### config.mk
export PLATFORM = sky130hd
export DESIGN_NAME = rx_bl_commit_buf
export DESIGN_NICKNAME = d
export VERILOG_FILES = /design/src/rtl/rxb_pkg.sv /design/src/rtl/rxb_sdp_ram.sv /design/src/rtl/rx_bl_commit_buf.sv
export SDC_FILE = /design/constraint.sdc
export NUM_CORES = 2
export LEC_CHECK = 0
export ABC_AREA = 1
export CORE_MARGIN = 4
export CORE_UTILIZATION = 60
export DETAILED_ROUTE_END_ITERATION = 7
export PLACE_DENSITY = 0.81
export SLEW_MARGIN = 20
export SYNTH_ARGS = -nofsm -noshare
export SYNTH_HDL_FRONTEND = slang
export SYNTH_SLANG_ARGS = --single-unit
### constraint.sdc
create_clock -name clk -period 4.05 [get_ports clk]
set_input_delay 0.81 -clock clk [delete_from_list [all_inputs] [get_ports clk]]
set_output_delay 0.81 -clock clk [all_outputs]
set_load 0.02 [all_outputs]
### src/rtl/rxb_pkg.sv
// Shared definitions for the block-receive commit buffer.
//   - Default geometry (staging depth, address width, data width).
//   - Counter width able to hold the value DEPTH itself.
//   - FSM state type.
//   - Helper for the low-byte address wrap used when replaying a block.
package rxb_pkg;

    localparam int unsigned DEF_DEPTH = 256;
    localparam int unsigned DEF_AW    = 16;
    localparam int unsigned DEF_DW    = 8;
    localparam int unsigned DEF_CNT_W = $clog2(DEF_DEPTH + 1);

    typedef enum logic [1:0] {
        IDLE,
        FILL,
        DRAIN
    } rxb_state_e;

    // The receiver wraps the low address byte with no carry into the high byte.
    // The replay path must follow the same rule.
    function automatic logic [7:0] rxb_lo_add(input logic [7:0] base_lo, input logic [7:0] idx);
        return base_lo + idx;
    endfunction

endpackage

### src/rtl/rxb_sdp_ram.sv
// Simple dual-port staging RAM: DEPTH x DW.
//   - One write port.
//   - One read port with a registered output.
// The read register only loads when i_re is high. The output therefore holds its value while the
// consumer is stalled.
// Ports:
//   i_clk    clock
//   i_we     write enable
//   i_waddr  write index
//   i_wdata  write data
//   i_re     read enable (loads o_rdata on the next edge)
//   i_raddr  read index
//   o_rdata  registered read data
module rxb_sdp_ram
    import rxb_pkg::*;
#(
    parameter int unsigned DEPTH = DEF_DEPTH,
    parameter int unsigned DW    = DEF_DW,
    parameter int unsigned IW    = $clog2(DEF_DEPTH)
) (
    input  logic          i_clk,
    input  logic          i_we,
    input  logic [IW-1:0] i_waddr,
    input  logic [DW-1:0] i_wdata,
    input  logic          i_re,
    input  logic [IW-1:0] i_raddr,
    output logic [DW-1:0] o_rdata
);

    logic [DW-1:0] r_mem [DEPTH];
    logic [DW-1:0] r_rdata;

    always_ff @(posedge i_clk) begin
        if (i_we) begin
            r_mem[i_waddr] <= i_wdata;
        end
        if (i_re) begin
            r_rdata <= r_mem[i_raddr];
        end
    end

    assign o_rdata = r_rdata;

endmodule

### src/rtl/rx_bl_commit_buf.sv
// Staging buffer between the UART block receiver and target memory.
//   - Collects the data bytes of the current block.
//   - On a good CRC, replays the bytes to memory over a valid/ready port.
//   - On a bad CRC or a lost byte, discards the whole block.
// Reset is synchronous, active-low.
// Ports:
//   clk, rst_n                  clock, synchronous active-low reset
//   in_ce/in_dat/in_adr         byte strobe, data and target address from the receiver
//   blk_end, blk_ok             end-of-block pulse; CRC good flag, qualified by blk_end
//   mem_we/mem_adr/mem_dat      write request; held stable until mem_rdy
//   mem_rdy                     target accepts (transfer = mem_we & mem_rdy)
//   bl_commit, bl_drop          one-clock result pulses
//   ovf                         sticky lost-byte flag, cleared by reset only
//   n_commit, n_drop            saturating result counters (only with RXB_STATS_EN)
// Build option: define RXB_STATS_EN to add the n_commit/n_drop counters.
module rx_bl_commit_buf
    import rxb_pkg::*;
#(
    parameter int unsigned DEPTH = DEF_DEPTH,
    parameter int unsigned AW    = DEF_AW,
    parameter int unsigned DW    = DEF_DW
) (
    input  logic          clk,
    input  logic          rst_n,
    input  logic          in_ce,
    input  logic [DW-1:0] in_dat,
    input  logic [AW-1:0] in_adr,
    input  logic          blk_end,
    input  logic          blk_ok,
    output logic          mem_we,
    output logic [AW-1:0] mem_adr,
    output logic [DW-1:0] mem_dat,
    input  logic          mem_rdy,
    output logic          bl_commit,
    output logic          bl_drop,
`ifdef RXB_STATS_EN
    output logic [15:0]   n_commit,
    output logic [15:0]   n_drop,
`endif
    output logic          ovf
);

    localparam int unsigned CNT_W = $clog2(DEPTH + 1);
    localparam int unsigned IW    = $clog2(DEPTH);
    localparam logic [CNT_W-1:0] FULL_CNT = CNT_W'(DEPTH);

    rxb_state_e       r_state, w_state_nx;
    logic [CNT_W-1:0] r_wr_cnt, w_wr_cnt_nx;
    logic [AW-1:0]    r_base, w_base_nx;
    logic             r_poison, w_poison_nx;
    logic             r_ovf, w_ovf_nx;
    logic [CNT_W-1:0] r_rd_idx, w_rd_idx_nx;   // next RAM index to read
    logic             r_s1_vld, w_s1_vld_nx;   // RAM output register holds a pending write
    logic [CNT_W-1:0] r_s1_idx, w_s1_idx_nx;   // block index of that pending write
    logic             r_commit, w_commit_nx;
    logic             r_drop, w_drop_nx;

    logic          w_ram_we, w_ram_re;
    logic [IW-1:0] w_ram_waddr, w_ram_raddr;
    logic [DW-1:0] w_rd_dat;
    logic          w_full, w_full_hit, w_adv, w_xfer;
    logic [7:0]    w_lo;

    rxb_sdp_ram #(
        .DEPTH (DEPTH),
        .DW    (DW),
        .IW    (IW)
    ) u_ram (
        .i_clk   (clk),
        .i_we    (w_ram_we),
        .i_waddr (w_ram_waddr),
        .i_wdata (in_dat),
        .i_re    (w_ram_re),
        .i_raddr (w_ram_raddr),
        .o_rdata (w_rd_dat)
    );

    assign w_full     = (r_wr_cnt == FULL_CNT);
    assign w_full_hit = in_ce && w_full && (r_state == FILL);
    assign w_xfer     = r_s1_vld && mem_rdy;
    // The read pipeline may advance when its output slot is empty or being consumed this clock.
    assign w_adv      = !r_s1_vld || mem_rdy;

    always_comb begin
        w_state_nx  = r_state;
        w_wr_cnt_nx = r_wr_cnt;
        w_base_nx   = r_base;
        w_poison_nx = r_poison;
        w_ovf_nx    = r_ovf;
        w_rd_idx_nx = r_rd_idx;
        w_s1_vld_nx = r_s1_vld;
        w_s1_idx_nx = r_s1_idx;
        w_commit_nx = 1'b0;
        w_drop_nx   = 1'b0;
        w_ram_we    = 1'b0;
        w_ram_waddr = r_wr_cnt[IW-1:0];
        w_ram_re    = 1'b0;
        w_ram_raddr = r_rd_idx[IW-1:0];

        unique case (r_state)
            IDLE: begin
                if (in_ce) begin
                    w_ram_we    = 1'b1;
                    w_ram_waddr = '0;
                    w_base_nx   = in_adr;
                end
                if (blk_end) begin
                    // A byte arriving with blk_end is a one-byte block.
                    if (in_ce && blk_ok && !r_poison) begin
                        w_state_nx  = DRAIN;
                        w_wr_cnt_nx = CNT_W'(1);
                        w_rd_idx_nx = '0;
                        w_s1_vld_nx = 1'b0;
                    end else if (!in_ce && blk_ok && !r_poison) begin
                        w_commit_nx = 1'b1;
                    end else begin
                        w_drop_nx   = 1'b1;
                        w_poison_nx = 1'b0;
                        w_wr_cnt_nx = '0;
                    end
                end else if (in_ce) begin
                    w_state_nx  = FILL;
                    w_wr_cnt_nx = CNT_W'(1);
                end
            end

            FILL: begin
                if (in_ce && !w_full) begin
                    w_ram_we    = 1'b1;
                    w_ram_waddr = r_wr_cnt[IW-1:0];
                    w_wr_cnt_nx = r_wr_cnt + 1'b1;
                end
                if (w_full_hit) begin
                    w_poison_nx = 1'b1;
                    w_ovf_nx    = 1'b1;
                end
                if (blk_end) begin
                    // A byte lost in this same clock also poisons the block.
                    if (blk_ok && !r_poison && !w_full_hit) begin
                        w_state_nx  = DRAIN;
                        w_rd_idx_nx = '0;
                        w_s1_vld_nx = 1'b0;
                    end else begin
                        w_state_nx  = IDLE;
                        w_drop_nx   = 1'b1;
                        w_wr_cnt_nx = '0;
                        w_poison_nx = 1'b0;
                    end
                end
            end

            DRAIN: begin
                // Bytes cannot be buffered while replaying; poison the following block instead.
                if (in_ce) begin
                    w_ovf_nx    = 1'b1;
                    w_poison_nx = 1'b1;
                end
                if (w_adv) begin
                    if (r_rd_idx < r_wr_cnt) begin
                        w_ram_re    = 1'b1;
                        w_s1_vld_nx = 1'b1;
                        w_s1_idx_nx = r_rd_idx;
                        w_rd_idx_nx = r_rd_idx + 1'b1;
                    end else begin
                        w_s1_vld_nx = 1'b0;
                    end
                end
                if (w_xfer && (r_s1_idx == r_wr_cnt - 1'b1)) begin
                    w_state_nx  = IDLE;
                    w_commit_nx = 1'b1;
                    w_wr_cnt_nx = '0;
                    w_rd_idx_nx = '0;
                    w_s1_vld_nx = 1'b0;
                end
            end

            default: begin
                w_state_nx = IDLE;
            end
        endcase
    end

    always_ff @(posedge clk) begin
        if (!rst_n) begin
            r_state  <= IDLE;
            r_wr_cnt <= '0;
            r_base   <= '0;
            r_poison <= 1'b0;
            r_ovf    <= 1'b0;
            r_rd_idx <= '0;
            r_s1_vld <= 1'b0;
            r_s1_idx <= '0;
            r_commit <= 1'b0;
            r_drop   <= 1'b0;
        end else begin
            r_state  <= w_state_nx;
            r_wr_cnt <= w_wr_cnt_nx;
            r_base   <= w_base_nx;
            r_poison <= w_poison_nx;
            r_ovf    <= w_ovf_nx;
            r_rd_idx <= w_rd_idx_nx;
            r_s1_vld <= w_s1_vld_nx;
            r_s1_idx <= w_s1_idx_nx;
            r_commit <= w_commit_nx;
            r_drop   <= w_drop_nx;
        end
    end

    assign w_lo      = rxb_lo_add(r_base[7:0], 8'(r_s1_idx));
    assign mem_we    = r_s1_vld;
    assign mem_adr   = r_s1_vld ? {r_base[AW-1:8], w_lo} : '0;
    // The RAM read register is not reset; gating keeps the port quiet when idle.
    assign mem_dat   = r_s1_vld ? w_rd_dat : '0;
    assign bl_commit = r_commit;
    assign bl_drop   = r_drop;
    assign ovf       = r_ovf;

`ifdef RXB_STATS_EN
    logic [15:0] r_n_commit, r_n_drop;

    always_ff @(posedge clk) begin
        if (!rst_n) begin
            r_n_commit <= '0;
            r_n_drop   <= '0;
        end else begin
            if (r_commit && (r_n_commit != 16'hFFFF)) begin
                r_n_commit <= r_n_commit + 16'd1;
            end
            if (r_drop && (r_n_drop != 16'hFFFF)) begin
                r_n_drop <= r_n_drop + 16'd1;
            end
        end
    end

    assign n_commit = r_n_commit;
    assign n_drop   = r_n_drop;
`endif

endmodule

# Word level (Yosys, flattened, before mapping)
# Memory sizes are Yosys's and may differ from the RTL's. A register that Yosys moved wholly into a read port is not among the register bits.
# Index checks and enable logic that the tools add are counted.
# op_classes
n_mux,64
eq_ne,18
reduce_logical,28
addsub,4
order_cmp,1
# op_table
cell,count
$mux W9,15
$pmux W9 S3,2
$mux W1,30
$mux W8,3
$add A9 B1 Y9 const B,2
$mux W16,1
$ne A2 B2 Y1 const B,8
$mux W2,6
$ne A3 B3 Y1 const B,4
$logic_and A1 B1 Y1,11
$eq A9 B9 Y1,1
$eq A9 B9 Y1 const B,1
$lt A9 B9 Y1,1
$sub A9 B1 Y9 const B,1
$add A8 B8 Y8,1
$pmux W1 S2,4
$reduce_and A4 Y1,2
$reduce_and A7 Y1,1
$pmux W1 S3,2
$pmux W2 S3,1
$reduce_and A3 Y1,2
$reduce_and A6 Y1,1
$logic_not A1 Y1,5
$reduce_and A5 Y1,1
9 further kinds,9
# totals
out_inout_bits,28
mem_count,1
ramBits,2048
register_bits,50
inputBits,30
# mem_list
name,depth,word_bits,rd,rd_ports_with_merged_regs,wr,line,text
u_ram.r_mem,256,8,1,1,1,rxb_sdp_ram.sv:30,logic [DW-1:0] r_mem [DEPTH];

# Depth between registers and ports, before layout
# logic_depth
word_depth,8
ltp_mapped,18

# Modules after synthesis
# From an unflattened synthesis, not the netlist that was laid out.
# hier_totals
hier_cells,7564
area_unflattened_um2,86960.9
# modules_own_cells
module,cells_each,n_inst,area_per_inst_um2,seq_area_each_um2
rxb_sdp_ram,7003,1,83476.3,61739.2
rx_bl_commit_buf,561,1,3484.6,1001.0

# Worst setup path after synthesis
# OpenSTA, ideal clock, no wires.
# synth_path
kind,input port to flip-flop
startpoint,input in_ce
endpoint,"memory u_ram.r_mem[197][0] (netlist bit), enable pin"
arrival_ns,2.545
path_buffers,1
setup_ns,0.395
setup_slack_ns,1.111
t_required_ns,3.655
stages,6
cell_sequence,nand2_1 > clkbuf_1 > nand2_1 > nor2_1 > nand2_1 > nor4_1
# synth_between
elab_chain_len,5
# synth_lines
element,line,text
from (decl),rx_bl_commit_buf.sv:25,"input logic in_ce,"
$logic_and A1 B1 Y1,rx_bl_commit_buf.sv:128,if (in_ce && !w_full) begin
$mux W1,rx_bl_commit_buf.sv:128,
$pmux W1 S2,rx_bl_commit_buf.sv:100,unique case (r_state)
$mux W1,rxb_sdp_ram.sv:34,if (i_we) begin
$mux W1 (implied by the code),rxb_sdp_ram.sv:35,r_mem[i_waddr] <= i_wdata;
to (decl),rxb_sdp_ram.sv:30,
# Parallel ways exist; a longest one is shown, timed or not.

# Final worst setup path
# layout_path
startpoint,register r_s1_idx[2]
endpoint,output mem_adr[5]
# layout_between
elab_chain_len,2
# layout_lines
element,line,text
from (decl),rx_bl_commit_buf.sv:54,"logic [CNT_W-1:0] r_s1_idx, w_s1_idx_nx;"
from (signal assigned),rx_bl_commit_buf.sv:203,r_s1_idx <= w_s1_idx_nx;
$add A8 B8 Y8,rxb_pkg.sv:22,return base_lo + idx;
$mux W16,rx_bl_commit_buf.sv:211,"assign mem_adr = r_s1_vld ? {r_base[AW-1:8], w_lo} : '0;"
to (decl),rx_bl_commit_buf.sv:31,"output logic [AW-1:0] mem_adr,"
# Every way passes these cells.

==> results.ini <==
[logic_synthesis]
async_flop_share = 0
postSynthCellCount = 7119
yosys.cell_types.count = 43
avgSynthCellArea_um2 = 12.1
synth_edf_count = 2056
ys.flop_type = edfxtp_1
synth_seq_area_share = 0.730
netlist_area_mm2 = 0.0859
ys_warn_count = 0
syn-num-nets = 7173
ys_ff_latch = 2106

[critical_path]
cpMaxStageDelayCell = clkdlybuf4s50_1
path_delay_family = compound AO/OA/AOI/OAI gates
crit_start = r_s1_idx[2]
end_kind = output port
worstPathArrival_ps = 3080
slowest_delay_ps = 630
worstSetupPathType = reg -> out
crit_path_start_kind = register
worstPathCellList = ha_1 > a21oi_1 > nand2_1 > nand2_1 > nand2_1 > a21oi_1 > o21ai_0 > a21oi_1 > clkdlybuf4s50_1
cp.required_ps = 3240
r2r-start = r_rd_idx[0]
path_buf_inv = 1
path_max_fanout = 5

[detailed_routing]
drt_iter0_markers = 9827
vias = 59700
firstDrtPassIters = 7
wire_per_inst_um = 25.7
ant_nets = 0
drt-total-wl_mm = 237
vias_per_cell = 6.47
drcViolationCount = 0

[die]
ios = 58
start_util = 0.605
rows = 138
coreArea_mm2 = 0.142
dieWidth_um = 386
fp.dieH_um = 386
die_area_mm2 = 0.149

[timing]
maxSlewViolCount = 0
setup_tns_ps = 0
hold_viol_final = 0
finalSetupViolCount = 0
rsz0062_at_grt = no
fin_skew_ps = 23.7
fin_crit_sh = 0.961
slew_headroom = 0.246
post-route-min-period_ps = 3890
fmax_ghz = 0.257
holdWs_ps = 471
worst_slew_pin_slew_ps = 1130

[clock_network]
cts_sinks = 2106
clock_latency_ps = 840
cts_buffers = 193
cts_tree = built
postCtsSetupRepairBufs = 0
root_buffer = clkbuf_16
htreeDepth = 4
cts_buffer_depth = 3
clkTransAtPathRegs_ps = 60

[place]
portBuffers = 57
gp_congestion = 0.943
hpwl_mm = 138

[cells_and_area]
final_common_cell = edfxtp_1
drive_gt1_frac = 0.0836
fill_cells = 9320
layout_common_cells = edfxtp_1, nor2_1, o21ai_0
fin_nets = 7227
area_growth_syn_to_layout_pct = 11.4

[pwr]
ir_worst_vdd_mv = 0.524
static-leakage-power_nw = 31.9
seqPwrFrac = 0.448
p_clk_frac = 0.335
power_density_mw_per_mm2 = 567
p_sw_mw = 16.7
combPwrFrac = 0.218
p_int_mw = 37.6
sw_frac_of_total = 0.307

[global_route]
grt_pass1_vias = 56600
grt-ovfl-total = 0
antenna_found_initial = 6
grt_first_pass_wirelength_mm = 351
grt_max_degree = 156
grt_usage = 0.315

[hold_path]
hold_class = in -> reg
hold_start = in_dat[0]

[job]
drv_cap = 0

[status]
status = completed

[area by class of cell]
type	instances	area [um2]	share of cell area
Clock inverter	116	1170	0.0122
Inverter	162	633	0.00661
Clock buffer	237	5120	0.0535
Antenna cell	4	10.0	0.000105
Tap cell	1890	2360	0.0247
Multi-Input combinational cell	4367	20300	0.212
Sequential cell	2106	62800	0.656
Timing Repair Buffer	343	3350	0.0350
[final timing paths]
check,end,slack (ps),depth (start not counted)
hold reg to reg,r_base[9],490,2
hold / removal,u_ram.r_mem[245][0],470,1
setup / recovery,mem_adr[5],160,9
setup reg to reg,u_ram.o_rdata[7],390,12
[repair_timing]
action                     in CTS  in global routing
resized for setup               2                  0
hold buffers                    0                  0
setup endpoints to repair       2                  0
[sequential cells by signal (all words and copies together) (netlist names)]
signal,count
r_base,16
bl_drop,1
r_state,2
r_poison,1
ovf,1
r_wr_cnt,9
r_rd_idx,9
bl_commit,1
mem_we,1
u_ram.r_mem,2048
r_s1_idx,9
u_ram.o_rdata,8
[cell families (layout without fill, tap and decap cells)]
group / count (synthesis) / in the layout / share of synthesized area
AOI/OAI and AO/OA: 1669 / 1669 / 0.108
xor gates and xnor gates: 11 / 11 / 0.00112
adders and majority gates: 24 / 24 / 0.00358
buffers and inverters: 646 / 858 / 0.0337
DFF: 2106 / 2106 / 0.730
muxes: 3 / 3 / 0.000350
other: 0 / 4 / 0
and+or+nand+nor: 2660 / 2660 / 0.123
[synth_stat cells, types with 2 or more instances]
| master | n | area, um2 |
|---|---|---|
| nand3_2 | 3 | 30.0 |
| nand4_1 | 25 | 156 |
| nand2_1 | 596 | 2240 |
| nand3b_1 | 5 | 37.5 |
| buf_2 | 158 | 791 |
| nand2_2 | 4 | 25.0 |
| buf_6 | 9 | 101 |
| dfxtp_1 | 50 | 1000 |
| o211ai_1 | 249 | 1870 |
| clkbuf_1 | 239 | 897 |
| inv_2 | 5 | 18.8 |
| nand3_1 | 303 | 1520 |
| a21oi_1 | 124 | 621 |
| or2_2 | 6 | 37.5 |
| xnor2_1 | 4 | 35.0 |
| inv_1 | 153 | 574 |
| ha_1 | 23 | 288 |
| a31oi_1 | 4 | 25.0 |
| o21ai_1 | 154 | 771 |
| o21ai_0 | 947 | 4740 |
| a211oi_1 | 2 | 15.0 |
| buf_1 | 22 | 82.6 |
| edfxtp_1 | 2056 | 61700 |
| mux2i_1 | 3 | 30.0 |
| nor4_1 | 2 | 12.5 |
| xor2_1 | 7 | 61.3 |
| nor3_1 | 15 | 75.1 |
| nor2_1 | 1692 | 6350 |
| nor2_2 | 3 | 18.8 |
| o22ai_1 | 178 | 1110 |
| o221ai_1 | 9 | 78.8 |
| clkinv_1 | 4 | 15.0 |
| buf_4 | 55 | 413 |
[power by group through the flow]
stage | logic, mW | registers [mW] | clock network [mW]
floorplan | 7.48 | 24.6 | 0
global placement | 11.0 | 24.7 | 0
detailed placement | 11.3 | 24.8 | 0
CTS | 11.5 | 24.3 | 18.2
global route | 12.7 | 24.3 | 19.2
finish | 11.8 | 24.3 | 18.2
[through the flow]
step,util,power (mW),cell area (um2),instances,worst slack (ps)
floorplan,-,32.1,85900,7119,1110
global placement,0.630,35.8,89400,8868,236
detailed placement,0.630,36.0,89400,8868,265
CTS,0.674,54.0,95700,9221,149
global route,0.674,56.2,95700,9221,47.8
finish,0.674,54.3,95700,9225,156
[routing by layer]
layer,vias to the layer above,routed length [um],global-route usage
met5,-,71,0
met4,10,11800,0.139
met3,777,32000,0.0772
met2,4698,109000,0.490
met1,28500,84100,0.426
li1,25700,-,-
Note: power is estimated with default switching activity, not from simulation.
